File: src/rtl/serial_sub_pkg.sv
// Shared definitions for the bit-serial subtractor.
package serial_sub_pkg;

    // Sequencer states; encodings match the ALU-wide state numbering.
    typedef enum logic [1:0] {
        StIdle = 2'd0,
        StRun  = 2'd1,
        StDone = 2'd2
    } state_e;

    // Bit counter width: must hold the value BUS_WIDTH itself without wrapping.
    function automatic int unsigned cnt_width(input int unsigned bus_width);
        return $clog2(bus_width) + 1;
    endfunction

endpackage

File: src/rtl/serial_sub_fa.sv
// One-bit full adder cell used as the serial arithmetic element.
module serial_sub_fa (
    input  logic a_i,
    input  logic b_i,
    input  logic c_i,
    output logic s_o,
    output logic c_o
);

    // Sum and majority carry.
    always_comb begin
        s_o = a_i ^ b_i ^ c_i;
        c_o = (a_i & b_i) | (a_i & c_i) | (b_i & c_i);
    end

endmodule

File: src/rtl/serial_sub.sv
// Bit-serial unsigned subtractor: diff = a - b computed as a + ~b + 1, LSB first.
// The run phase lasts BUS_WIDTH+1 cycles: BUS_WIDTH bit-cycles followed by one
// cycle that resolves borrow/zero from the completed difference.
module serial_sub
    import serial_sub_pkg::*;
#(
    parameter int unsigned BUS_WIDTH = 16
) (
    input  logic                 clk,
    input  logic                 rst_n,
    input  logic                 start_i,
    input  logic [BUS_WIDTH-1:0] a_i,
    input  logic [BUS_WIDTH-1:0] b_i,
    output logic                 busy_o,
    output logic                 done_o,
    output logic [BUS_WIDTH-1:0] diff_o,
    output logic                 borrow_o,
    output logic                 zero_o
);

    localparam int unsigned CntW = cnt_width(BUS_WIDTH);
    localparam logic [CntW-1:0] CntLast = CntW'(BUS_WIDTH);

    state_e                state_q, state_d;
    logic [BUS_WIDTH-1:0]  a_sr_q;
    logic [BUS_WIDTH-1:0]  b_sr_q;
    logic [BUS_WIDTH-1:0]  diff_q;
    logic [CntW-1:0]       cnt_q;
    logic                  carry_q;
    logic                  carry_d;
    logic                  borrow_q;
    logic                  zero_q;
    logic                  sum;
    logic                  accept;
    logic                  bits_done;

    assign bits_done = (cnt_q == CntLast);

    // Bit cell: subtrahend is inverted here, the +1 comes from carry preset.
    serial_sub_fa u_fa (
        .a_i (a_sr_q[0]),
        .b_i (~b_sr_q[0]),
        .c_i (carry_q),
        .s_o (sum),
        .c_o (carry_d)
    );

    // State register.
    always_ff @(posedge clk or negedge rst_n) begin
        if (!rst_n) begin
            state_q <= StIdle;
        end else begin
            state_q <= state_d;
        end
    end

    // Next-state and handshake outputs; start is only seen in IDLE and DONE.
    always_comb begin
        state_d = state_q;
        busy_o  = 1'b0;
        done_o  = 1'b0;
        accept  = 1'b0;
        unique case (state_q)
            StIdle: begin
                if (start_i) begin
                    accept  = 1'b1;
                    state_d = StRun;
                end
            end
            StRun: begin
                busy_o = 1'b1;
                if (bits_done) begin
                    state_d = StDone;
                end
            end
            StDone: begin
                done_o = 1'b1;
                if (start_i) begin
                    accept  = 1'b1;
                    state_d = StRun;
                end else begin
                    state_d = StIdle;
                end
            end
            default: state_d = StIdle;
        endcase
    end

    // Datapath: operand capture, serial shift, bit counter, carry and flags.
    always_ff @(posedge clk or negedge rst_n) begin
        if (!rst_n) begin
            a_sr_q   <= '0;
            b_sr_q   <= '0;
            diff_q   <= '0;
            cnt_q    <= '0;
            carry_q  <= 1'b0;
            borrow_q <= 1'b0;
            zero_q   <= 1'b0;
        end else if (accept) begin
            a_sr_q  <= a_i;
            b_sr_q  <= b_i;
            diff_q  <= '0;
            cnt_q   <= '0;
            carry_q <= 1'b1;
        end else if (state_q == StRun) begin
            if (!bits_done) begin
                a_sr_q  <= a_sr_q >> 1;
                b_sr_q  <= b_sr_q >> 1;
                diff_q  <= {sum, diff_q[BUS_WIDTH-1:1]};
                carry_q <= carry_d;
                cnt_q   <= cnt_q + CntW'(1);
            end else begin
                // Final carry out of a + ~b + 1 is set exactly when a >= b.
                borrow_q <= ~carry_q;
                zero_q   <= (diff_q == '0);
            end
        end
    end

    assign diff_o   = diff_q;
    assign borrow_o = borrow_q;
    assign zero_o   = zero_q;

endmodule

File: config.mk
export PLATFORM = sky130hd
export DESIGN_NAME = serial_sub
export DESIGN_NICKNAME = d
export VERILOG_FILES = /design/src/rtl/serial_sub_pkg.sv /design/src/rtl/serial_sub_fa.sv /design/src/rtl/serial_sub.sv
export SDC_FILE = /design/constraint.sdc
export NUM_CORES = 1
export LEC_CHECK = 0
export CAP_MARGIN = 30
export CORE_MARGIN = 2
export CORE_UTILIZATION = 56
export DETAILED_ROUTE_END_ITERATION = 8
export PLACE_DENSITY = 0.85
export SLEW_MARGIN = 25
export SYNTH_ARGS = -nofsm -noshare
export SYNTH_HDL_FRONTEND = slang
export SYNTH_SLANG_ARGS = --single-unit
File: constraint.sdc
create_clock -name clk -period 3.05 [get_ports clk]
set_input_delay 0.305 -clock clk [delete_from_list [all_inputs] [get_ports clk]]
set_output_delay 0.305 -clock clk [all_outputs]
set_load 0.02 [all_outputs]
==> impl_summary.md, run 1 <==
Timing
Setup repair after global routing left no endpoint under its margin. For the final routed database, the setup TNS stands at 0 ps. Setup violations remaining at the end of the flow were counted as 0. In the finished design, the share of the clock period the worst path needs comes to 72.7%. The worst clock skew is 10.4 ps. After layout, the minimum clock period comes to 2220 ps. The smallest hold slack is 447 ps. At the pin with the least slew margin, the transition time is 817 ps.

The fmax is 451 MHz. Measured against its own limit, the worst slew margin works out to 45.4%. The max-slew violation count is 0.

The number of failing hold endpoints at the final stage came to 0.

CTS
The TritonCTS clock tree is done. Buffers added to address setup during post-CTS repair amount to 0. The H-tree was split into 3 levels.

The later-pin clock latency in the skew report is 330 ps. For this design, the sink count on the clock tree is 58. The root buffer cell chosen for the clock tree is sky130_fd_sc_hd__clkbuf_8. The post-CTS resize count is 0. The number of hold buffers added after CTS is 1. Counting the buffers created by CTS gives 9. Clock-pin slew was measured on the worst setup and hold paths at 60 ps. No sink is reached through more buffers than the 2 on the longest clock path.

Placement
The standard cell area after detailed placement is 3320 um2. After legalization and detailed placement, the total HPWL measured 3.92 mm. The global placement routability congestion is 0.774. In this run the tool buffered the top-level ports with 54 buffer cells.

Critical path
The worst setup path is launched from a flop. The slowest cell on the critical path is sky130_fd_sc_hd__clkdlybuf4s50_1. The signal arrival time at the worst endpoint is 1910 ps. Counting both buffers and inverters, the worst setup path holds a total of 2. The type of the worst setup path is reg -> out. The kind of capture point of the worst setup path is an output port. The critical path goes through nand2b_2 -> clkinv_4 -> clkdlybuf4s50_1. The critical path's top delay family is buffers and inverters. The critical path data required time is 2740 ps. In this run the worst path has a maximum fanout of 52.

The delay of the slowest cell on the worst path is 690 ps.

GRT
The initial antenna violation count came to 0. The global-route wire length before repair is 10.7 mm. Across every metal layer, demand over resource in global routing totals 23.1%. The maximum number of pins on one net before global-route repair is 54. The via count of the first global-routing pass is 2414.

Summed over all layers, the global routing overflow is 0.

Floorplan
The area of the core region is 5040 um2. The number of cell rows is 26. The overall die area is 5770 um2. The effective utilization at floorplan is 57.5%. The overall die height is 75.9 um. The die width is 75.9 um.

In this run the count of I/O pins placed on the die edge is 55.

Synth
The xor and xnor fraction of the mapped netlist area is 0%. After synthesis, the share of flip-flops with an asynchronous set or reset is 100%. Summing the sequential cell areas from Yosys gives 50.1% of the chip area. The portion of synthesized cell area occupied by the leading cell type is 50.1%.

The number of warning messages in the yosys log is 0. The synthesized-area fraction occupied by and/or/nand/nor cells is 12.3%. Each instance of the synthesized netlist takes up on average 9.32 um2. Synthesis produced 311 cells. After synthesis, the largest family of logic cells by area is compound AO/OA/AOI/OAI gates.

The synthesized-area fraction occupied by adder cells is 1.55%. The library cell occupying the most area in the post-synthesis netlist is sky130_fd_sc_hd__dfrtp_1. Synthesis instantiated 28 different standard cells from the library. Counting flops and latches in the post-synthesis netlist gives 58. Of the post-synthesis cell area, the part taken by muxes is 0.345%.

Summing the areas of all compound-gate instances in the mapped netlist gives 25.3% of the synthesized area. When the netlist entered floorplanning its net count stood at 349. The most used flip-flop cell after synthesis is sky130_fd_sc_hd__dfrtp_1.

By area the synthesized netlist is led by sky130_fd_sc_hd__dfrtp_1 (50%), sky130_fd_sc_hd__a21oi_1 (8.6%), sky130_fd_sc_hd__o21ai_0 (6.6%). The synthesized cell area is 2900 um2. Yosys mapped a number of flops with a built-in enable equal to 0.

Detailed routing
The first-iteration detailed-routing DRC count is 266. Once detail routing completed, the nets flagged for antenna violations numbered 0. The number of design rule violations left after detail routing is 0.

The final route contains 2488 vias. Before antenna repair, the detailed router went through 5 iterations. The wire length per cell is 15.1 um. The final layout contains routed wiring with a total length of 6.40 mm. The ratio of routed vias to standard cells is 5.88.

Finish
0 antenna diodes ended up in the layout. The final standard cell utilization of the core is 69.0%. Once layout is done, the placed cells without fillers occupy 3480 um2. The ratio of cells with drive above 1 in the final layout is 7.08%. The final-layout fill cell count is 409. Across the whole layout, storage elements account for 1450 um2.

The multi-input combinational cells in the finished layout cover a total of 1160 um2. The net total in the final layout is 390. Relative to the synthesized area, the layout overhead comes to 20.0%.

Outcome
The flow ran to the end, and the final reports show no timing, DRC or antenna violations.

Pwr
Power spread over the standard cell area amounts to 1020 nW/um2. In this run the static leakage power is 0.00142 uW. The maximum vdd drop is 0.641 mV.

Worst hold path
The path category of the worst min-delay check is in -> async.

Run
Across the run, the number of max-cap violations was 0.
==> flip-flops by register name, indices dropped and copies added (netlist names) <==
register / flops
cnt_q: 5
borrow_o: 1
carry_q: 1
state_q: 2
diff_o: 16
b_sr_q: 16
zero_o: 1
a_sr_q: 16
==> synth_stat cells (2+ instances only) <==
master,count
sky130_fd_sc_hd__dfrtp_1,58
sky130_fd_sc_hd__a21oi_1,50
sky130_fd_sc_hd__o21ai_0,38
sky130_fd_sc_hd__nor2_1,31
sky130_fd_sc_hd__a31oi_1,30
sky130_fd_sc_hd__nand3_1,21
sky130_fd_sc_hd__o21ai_1,19
sky130_fd_sc_hd__buf_6,14
sky130_fd_sc_hd__nand2_1,8
sky130_fd_sc_hd__buf_2,7
sky130_fd_sc_hd__buf_4,4
sky130_fd_sc_hd__clkbuf_2,4
sky130_fd_sc_hd__inv_1,4
sky130_fd_sc_hd__nor4_1,4
sky130_fd_sc_hd__buf_8,2
sky130_fd_sc_hd__ha_1,2
sky130_fd_sc_hd__nand2b_1,2
sky130_fd_sc_hd__nor2b_1,2
sky130_fd_sc_hd__or3_1,2
==> kinds of logic (layout without fill, tap and decap cells) <==
family | after synthesis | after routing
buffers and inverters | 37 | 79
DFF | 58 | 58
AOI/OAI and AO/OA | 138 | 138
adders and majority gates | 3 | 3
muxes | 1 | 1
and+or+nand+nor | 74 | 74
==> area by class of cell <==
cell class / instances / share of cell area [%]
timing repair buffer: 62 / 17.6
multi-input combinational: 216 / 33.3
tap: 70 / 2.52
clock buffer: 11 / 4.07
inverter: 5 / 0.684
clock inverter: 1 / 0.144
sequential: 58 / 41.7
==> metal layers <==
layer  GRT usage [%]  vias up  share of wire [%]
li1                -     1198                  -
met1            29.2     1178                 44
met2            35.4       99                 49
met3            7.14       13                5.4
met4            13.3        0                1.6
met5               0        -                  0
==> worst paths after layout <==
kind | start | endpoint | cells after the start | slack [ps]
max in group asynchronous | rst_n | diff_o[2] | 3 | 2050
min in group clk | zero_o | zero_o | 2 | 530
hold reg to reg | zero_o | zero_o | 2 | 530
hold / removal | rst_n | zero_o | 2 | 450
setup / recovery | state_q[1] | busy_o | 3 | 830
setup reg to reg | cnt_q[0] | a_sr_q[14] | 5 | 1290
==> layout by cell type, fill, tap and decap left out, drive strengths merged, types with 2 or more instances in the layout <==
| cell type | instances |
|---|---|
| a21oi | 50 |
| a31oi | 30 |
| buf | 8 |
| clkbuf | 11 |
| clkdlybuf4s50 | 53 |
| clkinv | 2 |
| dfrtp | 58 |
| ha | 2 |
| inv | 4 |
| nand2 | 8 |
| nand2b | 2 |
| nand3 | 21 |
| nor2 | 31 |
| nor2b | 2 |
| nor4 | 4 |
| o21ai | 58 |
| or3 | 2 |
==> through the flow <==
stage,setup slack (ps),total power (uW),cells
after floorplan,1710,2550,311
after global placement,1060,2900,409
after detailed placement,1060,2970,410
after CTS,847,3550,423
after global routing,747,3810,423
final,833,3540,423
==> report_power, final <==
| group | switching [uW] | internal (uW) |
|---|---|---|
| Sequential | 253 | 1130 |
| Combinational | 901 | 687 |
| Clock | 273 | 297 |
Power figures use the tool's default switching activity.
==> run 2, diff against run 1 <==
--- a/config.mk
+++ b/config.mk
@@ -7,9 +7,9 @@
 export LEC_CHECK = 0
 export CAP_MARGIN = 30
 export CORE_MARGIN = 2
-export CORE_UTILIZATION = 56
+export CORE_UTILIZATION = 52
 export DETAILED_ROUTE_END_ITERATION = 8
-export PLACE_DENSITY = 0.85
+export PLACE_DENSITY = 0.8
 export SLEW_MARGIN = 25
 export SYNTH_ARGS = -nofsm -noshare
 export SYNTH_HDL_FRONTEND = slang
==> constraint.sdc (replaced) <==
create_clock -name clk -period 2.3 [get_ports clk]
set_input_delay 0.23 -clock clk [delete_from_list [all_inputs] [get_ports clk]]
set_output_delay 0.23 -clock clk [all_outputs]
set_load 0.02 [all_outputs]
==> impl_summary.md, run 2 (synthesis gave the netlist of run 1 again) <==
Finish
The total area of sequential cells was 1450 um2 (unchanged). The final-layout fill cell count is 453 (+11%). The ratio of cells with drive above 1 in the final layout is 8.66% (+1.6 points). The final standard cell utilization of the core is 65.2% (-3.8 points). In the layout the commonest cells are sky130_fd_sc_hd__dfrtp_1 (58), sky130_fd_sc_hd__clkdlybuf4s50_1 (53), sky130_fd_sc_hd__a21oi_1 (50), sky130_fd_sc_hd__o21ai_0 (38), sky130_fd_sc_hd__nor2_1 (31). The commonest non-fill, non-tap cell in the layout is sky130_fd_sc_hd__dfrtp_1. The net total in the final layout is 391 (+0.26%). The multi-input combinational cell area is 1160 um2 (unchanged). The area growth from synthesis to layout is 22.3%. The count of antenna diodes in the layout is 0 (unchanged).

CTS
The later-pin clock latency in the skew report came to 340 ps (about the same). The clock root buffer master is sky130_fd_sc_hd__clkbuf_8. The maximum buffer depth of the clock tree is 2 (unchanged). The number of buffers inserted by post-CTS setup repair is 0 (unchanged). The TritonCTS clock tree is done. The clock transition at the registers of the reported paths is 70 ps (about the same). The post-CTS resize count is 0 (unchanged). The number of clock sinks came to 58 (unchanged). The deepest level of the CTS H-tree came to 3 (unchanged). The TritonCTS buffer count came to 9 (unchanged).

Critical path
The maximum fanout along the worst path is 26 (-50%). STA classifies the critical path endpoint as an output port. The kind of start point of the critical path is a flop.

The path depth of the worst reg2reg path is 6 (+1). The endpoint identified for the worst register-to-register timing path is a_sr_q[3]. The critical path is of the reg -> out type. The critical path data required time is 2070 ps (-670 ps). The register-to-register setup slack is 410 ps (-880 ps). The signal arrival time at the worst endpoint is 1780 ps (-130 ps).

The startpoint of the most critical register-to-register path is cnt_q[0].

Floorplan
The overall die area is 6190 um2 (+7.3%). The overall die height came to 78.7 um (+3.6%). The area of the core region came to 5440 um2 (+7.9%). The die width came to 78.7 um (+3.6%).

The number of I/O pins is 55 (unchanged). The number of cell rows is 27 (+3.8%). The effective utilization at floorplan is 53.3% (-4.2 points).

Timing
The number of failing hold endpoints at the final stage came to 0 (unchanged). The total of endpoints with negative setup slack in the final report is 0 (unchanged). The final clock period utilization by the worst path is 87.3%. The total negative setup slack is 0 ps (unchanged). For this run, the top clock speed supported by timing is 498 MHz.

The max-slew violation count came to 0 (unchanged). Counting I/O delays and the setup requirement, the final critical path takes 2010 ps. The worst clock skew came to 5.36 ps (-5.04 ps).

The max-slew headroom at the worst pin is 61.8% (+16 points). The smallest hold slack came to 412 ps (-34.8 ps). Setup repair after global routing left no endpoint under its margin. The transition at the pin with the smallest max-transition slack is 572 ps (-244 ps).

GRT
The global-route wire length before repair was 11.0 mm (+2.9%). The total congestion overflow is 0 (unchanged). The initial antenna violation count is 0 (unchanged). The via count of the first global-routing pass is 2384 (-1.2%). The overall fraction of global-route tracks in use is 22.6% (-0.47 points). The maximum number of pins on one net before global-route repair came to 59 (+9.3%).

Detailed routing
The wire length per cell is 15.2 um (+0.69%). The sum of routed wire length over all layers is 6.55 mm (+2.4%). The total via count after detailed routing is 2517 (+1.2%). The first-iteration detailed-routing DRC count is 252 (-5.3%). The number of design rule violations left after detail routing is 0 (unchanged). The ratio of routed vias to standard cells is 5.85 (-0.48%). The remaining antenna violation count came to 0 (unchanged). The number of search-and-repair iterations in the first detailed-routing pass is 4 (-1).

Run
The max-capacitance violation count is 0 (unchanged).

Pwr
The leakage power total came to 0.00145 uW (+2.3%). The power density over cell area is 1390 nW/um2 (+37%). The maximum vdd drop was 0.666 mV (+4.0%).

Placement
The count of buffers from port buffering is 54 (unchanged). The post-detailed-placement half-perimeter wirelength came to 4.01 mm (+2.2%). The global placement routability congestion came to 0.795 (+2.7%).

Outcome
The run finished with clean final reports.

Worst hold path
The path category of the worst min-delay check is in -> async.
run 2: cell types whose count changed in the layout (fill, tap and decap cells not counted), sizes merged:
cell	delta
clkinv	+2
buf	+1
bufinv	+1
clkinvlp	+1
run 2: metal layers:
metal  GRT usage, %  wire [um]  vias up  share of wire [%]
met5              0          0        -                  0
met4           10.4        102        0                1.6
met3           5.17        418       14                6.4
met2           35.9       3170       93                 48
met1           29.6       2860     1210                 44
li1               -          -     1200                  -
run 2: through the flow:
step                      cell area [um2]  total power [uW]  instances  setup slack [ps]
final                                3540              4940        430               293
after global routing                 3540              5320        430               232
after CTS                            3540              4970        430               287
after detailed placement             3330              3990        413               442
after global placement               3330              3870        413               526
after floorplan                      2900              3390        311               964
run 2: where the power goes:
part	switching, uW	internal (uW)	total (uW)
registers	338	1500	1840
logic	1220	929	2150
clock network	409	553	962
run 2: area by class of cell:
| type | instances | share of cell area (%) |
|---|---|---|
| Tap cell | 72 | 2.54 |
| Timing Repair Buffer | 63 | 17.4 |
| Inverter | 5 | 0.671 |
| Clock buffer | 11 | 4.27 |
| Clock inverter | 5 | 1.48 |
| Multi-Input combinational cell | 216 | 32.7 |
| Sequential cell | 58 | 40.9 |
run 2: how the worst max path moves through the flow:
stage	from	end	slack, ps	depth (start not counted)
2_1_floorplan	cnt_q[0]	a_sr_q[10]	960	7
3_3_place_gp	cnt_q[0]	a_sr_q[4]	530	6
3_5_place_dp	cnt_q[0]	a_sr_q[3]	440	6
4_1_cts	state_q[1]	busy_o	290	3
5_1_grt	state_q[0]	busy_o	230	3
6_report	state_q[1]	busy_o	290	3
run 2: timing repair:
item,CTS,global route
setup endpoints to repair,0,0
hold buffers,1,0
hold endpoints to repair,58,0
run 2: worst max-delay path, stage by stage, from the launching register on:
cell and delay [ps]:
sky130_fd_sc_hd__dfrtp_1 390, sky130_fd_sc_hd__nand2b_2 210, sky130_fd_sc_hd__clkinv_4 180, sky130_fd_sc_hd__clkdlybuf4s50_1 650
==> RTL edit 1: new RTL, flow settings as in run 2 <==
The parameter `BUS_WIDTH` goes from 16 to 18.
--- a/src/rtl/serial_sub.sv
+++ b/src/rtl/serial_sub.sv
@@ -4,7 +4,7 @@
 module serial_sub
     import serial_sub_pkg::*;
 #(
-    parameter int unsigned BUS_WIDTH = 16
+    parameter int unsigned BUS_WIDTH = 18
 ) (
     input  logic                 clk,
     input  logic                 rst_n,
Ports: changed (resized a_i, b_i and diff_o); port bits go from 55 to 61. The function was not compared with the original's and may differ.
==> RTL edit 1 against run 2 <==
Power rose by 28%; critical path type unchanged; synthesized area grew 32%; largest power group unchanged; wire length up 48%; cell count up 30%; cell area rose by 33%; die area grew 30%; highest routed layer unchanged; largest cell class is now multi-input gates; sequential cell count up 7; setup slack improved by 0.072 ns.
==> RTL edit 1: results (changes against run 2) <==
[outcome]
status=finished clean

[routing]
wl_met3_um=544  ; +30%
via_count_normalized_by_instance_count=6.38  ; +9.0%
post_drt_wl_per_cell_um=17.3  ; +14%
detailroute.wirelength.met2_um=4690  ; +48%
routed-via-count=3565  ; +42%
first_iter_violations=221  ; -12%
met1_length_um=4320  ; +51%

[synth]
synth.yosys.seq_area_share_pct=42.6  ; -7.5 points
synth-adder-area-share_pct=1.18  ; -0.37 points
mux_contribution_to_synthesized_area_pct=0.524  ; +0.18 points
synth_xor_xnor_area_share_pct=0  ; unchanged
synth_area_leaders=sky130_fd_sc_hd__dfrtp_1 (43%), sky130_fd_sc_hd__o211ai_1 (10%), sky130_fd_sc_hd__a31oi_1 (8.5%)
ys_top_cells_by_count=sky130_fd_sc_hd__dfrtp_1 (65), sky130_fd_sc_hd__a31oi_1 (52), sky130_fd_sc_hd__o211ai_1 (52)
synth_area_per_cell_sq_um=9.11  ; -2.2%
synth.net_count=461  ; +32%
synth_compound_gate_area_share_pct=28.3  ; +3.0 points
yosys_warnings=0  ; unchanged

[power]
leakagePower_nw=1.86  ; +28%
ir_worst_vdd_v=0.000676  ; +1.5%
portion_of_total_power_attributed_to_combinational_logic_pct=49.6  ; +6.2 points
power_frac_seq_pct=33.8  ; -3.4 points
power_report.internal_total_mw=3.62  ; +22%

[setup_path]
timing.reg2reg.setup_slack_ns=0.40
crit-reg2reg-launch=cnt_q[2]$_DFFE_PN0P_
reg2reg_to=borrow_o$_DFFE_PN0P_
depth_of_the_most_critical_reg_to_reg_path=4  ; -2
critical_path_arrival_ns=1.71  ; -0.07 ns
critical-path-max-stage-delay_ns=0.63  ; -0.02 ns
critical_path_fanout_max=3  ; -88%

[place]
place_congestion=0.837  ; +5.2%
detailed_place_hpwl_um=5920  ; +48%
placement.cell_area_sq_mm=0.00450  ; +35%
buffer_ports.inserted=60  ; +11%
placed_cells_incl_taps=543  ; +31%

[cells_and_area]
fillCellCount=586  ; +29%
fraction_of_layout_instances_using_a_drive_strength_above_1_pct=8.48  ; -0.18 points
finish.net_count=498  ; +27%

[global_route]
grtUsageMet3_pct=5.12  ; -0.054 points
grt_max_degree=55  ; -6.8%
met2_usage_pct=39.1  ; +3.2 points
first_global_vias=3266  ; +37%
met1_resource_use_gr_pct=34.3  ; +4.7 points
grt_pass1_wl_um=15700  ; +43%
grt_use_total_pct=24.8  ; +2.1 points
initial_antenna_violation_count=0  ; unchanged

[timing]
final.setup_skew_ns=0.00501  ; -0.000353 ns
worst_slew_pin_slew_ns=0.533  ; -0.0392 ns

[RTL edit 1: cell type report]
| class | count | area, sq um | share of cell area [%] |
|---|---|---|---|
| Clock inverter | 2 | 35.0 | 0.741 |
| Tap cell | 99 | 124 | 2.62 |
| Sequential cell | 65 | 1630 | 34.4 |
| Timing Repair Buffer | 79 | 778 | 16.5 |
| Multi-Input combinational cell | 297 | 1970 | 41.7 |
| Inverter | 4 | 15.0 | 0.318 |
| Clock buffer | 13 | 179 | 3.79 |
[RTL edit 1: through the flow]
step / util, % / total power [mW] / setup slack, ns / hold WS (ns)
finish: 65.9 / 6.31 / 0.365 / 0.389
global route: 65.9 / 6.75 / 0.290 / 0.425
CTS: 65.9 / 6.30 / 0.349 / 0.400
detailed placement: 62.8 / 5.25 / 0.423 / 0.229
global placement: 62.8 / 5.14 / 0.499 / 0.226
floorplan: - / 4.23 / 0.693 / -0.0656
[RTL edit 1: timing repair]
action / in CTS / in global routing
hold buffers: 1 / 0
endpoints found under the hold margin: 20 / 0
setup endpoints to repair: 0 / 0
==> RTL edit 2: new RTL, config.mk and constraints of run 2 <==
Made on the original files. Register the output `zero_o` once more, with the module's reset; this adds one clock of latency there. The other outputs are not delayed to match.
--- a/src/rtl/serial_sub.sv
+++ b/src/rtl/serial_sub.sv
@@ -119,7 +119,13 @@
 
     assign diff_o   = diff_q;
     assign borrow_o = borrow_q;
-    assign zero_o   = zero_q;
+    always_ff @(posedge clk or negedge rst_n) begin
+        if (!rst_n) begin
+            zero_o <= '0;
+        end else begin
+            zero_o <= zero_q;
+        end
+    end
 
 endmodule
 
Formal check against the unedited RTL: same outputs for any inputs over 10 cycles, from zero or initial values and one cycle with rst_n low; that may be too few to reach the edited logic, so the function may still have changed.
==> RTL edit 2 against run 2 <==
Cell area grew 2.3%; setup slack gained 0.058 ns; power grew 5.2%; synthesized area grew 0.86%; clock skew grew 0.0012 ns; wire length shrank 0.29%; sequential cell count grew 1; critical path type unchanged; largest cell class unchanged.
==> RTL edit 2: results (changes against run 2) <==
[outcome]
status=finished clean

[setup_path]
timing.reg2reg.setup_slack_ns=0.53  ; +0.12 ns
depth_of_the_most_critical_reg_to_reg_path=5  ; -1

[routing]
post_drt_wl_per_cell_um=15.2  ; -0.52%
first_iter_violations=345  ; +37%
via_count_normalized_by_instance_count=5.91  ; +0.92%

[timing]
final.setup_skew_ns=0.00657  ; +0.00120 ns
worst_slew_pin_slew_ns=0.584  ; +0.0111 ns
period_share_pct=84.7  ; -2.5 points

[synth]
ys_top_cells_by_count=sky130_fd_sc_hd__dfrtp_1 (59), sky130_fd_sc_hd__a21oi_1 (50), sky130_fd_sc_hd__o21ai_0 (38)
synth_area_leaders=sky130_fd_sc_hd__dfrtp_1 (51%), sky130_fd_sc_hd__a21oi_1 (8.6%), sky130_fd_sc_hd__o21ai_0 (6.5%)
synth_compound_gate_area_share_pct=25.0  ; -0.22 points
synth_cells=312  ; +0.32%
synth-adder-area-share_pct=1.54  ; -0.013 points
mux_contribution_to_synthesized_area_pct=0.342  ; -0.0030 points
synth.net_count=350  ; +0.29%
synth.yosys.seq_area_share_pct=50.5  ; +0.43 points

[cells_and_area]
fillCellCount=475  ; +4.9%
fraction_of_layout_instances_using_a_drive_strength_above_1_pct=8.64  ; -0.024 points
finish.net_count=392  ; +0.26%

[place]
pre_cts_slack_ns=0.584  ; +0.142 ns
place_congestion=0.773  ; -2.8%

[power]
switching_share_pct=37.4  ; -2.3 points
leakagePower_nw=1.49  ; +2.7%

[global_route]
first_global_vias=2321  ; -2.6%

==> RTL edit 2: power by group through the flow <==
stage / clock [mW] / sequential, mW / combinational [mW]
after floorplan: 0 / 1.93 / 1.48
after global placement: 0 / 1.83 / 2.06
after detailed placement: 0 / 1.86 / 2.12
after CTS: 1.24 / 1.84 / 2.15
after global routing: 1.28 / 1.91 / 2.40
final: 1.22 / 1.85 / 2.14
==> RTL edit 2: cell families (layout without fill, tap and decap cells) <==
group | after synthesis | count (layout)
flops | 59 | 59
compound gates | 138 | 138
simple gates | 74 | 74
mux | 1 | 1
buf+inv | 37 | 84
fa+ha+maj | 3 | 3
==> RTL edit 2: per-stage QoR <==
stage	util, %	power [mW]	instance area [sq um]
2_1_floorplan	-	3.41	2920
3_3_place_gp	61.3	3.89	3360
3_5_place_dp	61.3	3.98	3360
4_1_cts	66.3	5.24	3630
5_1_grt	66.3	5.59	3630
6_report	66.3	5.20	3630
==> RTL edit 2: timing repair <==
item | 4_1_cts | 5_1_grt
hold buffers | 1 | 0
hold endpoints to repair | 20 | 0
gates resized for setup | 0 | 0
==> RTL edit 2: worst min path at each step <==
stage / startpoint / endpoint / slack, ns / cells after the start
finish: zero_q$_DFFE_PN0P_ / zero_o$_DFF_PN0_ / 0.37 / 0
global route: zero_q$_DFFE_PN0P_ / zero_o$_DFF_PN0_ / 0.39 / 0
CTS: rst_n / state_q[1]$_DFFE_PN0P_ / 0.38 / 2
detailed placement: rst_n / a_sr_q[12]$_DFFE_PN0P_ / 0.22 / 1
global placement: rst_n / a_sr_q[12]$_DFFE_PN0P_ / 0.21 / 1
floorplan: rst_n / a_sr_q[0]$_DFFE_PN0P_ / -0.07 / 0
==> RTL edit 2: worst register-to-register path, cell delays in order, from the launching register on <==
cell	delay, ns
sky130_fd_sc_hd__dfrtp_1	0.41
sky130_fd_sc_hd__inv_1	0.09
sky130_fd_sc_hd__ha_1	0.18
sky130_fd_sc_hd__and4bb_4	0.64
sky130_fd_sc_hd__o21ai_0	0.20
sky130_fd_sc_hd__a21oi_1	0.17
==> RTL edit 2: metal layers <==
metal	GRT usage, %	part of all wire [%]
met2	35.8	50
met1	30.4	42
met5	0	0
met4	11.0	1.8
met3	3.75	5.6
==> RTL edit 2: final cells by class <==
cell class	count	area, sq um	area share, %
inverters	5	23.8	0.656
clock inverters	4	95.1	2.62
well taps	72	90.1	2.48
flip-flops and latches	59	1480	40.7
clock buffers	12	165	4.55
multi-input cells	216	1160	31.9
repair buffers	63	618	17.0
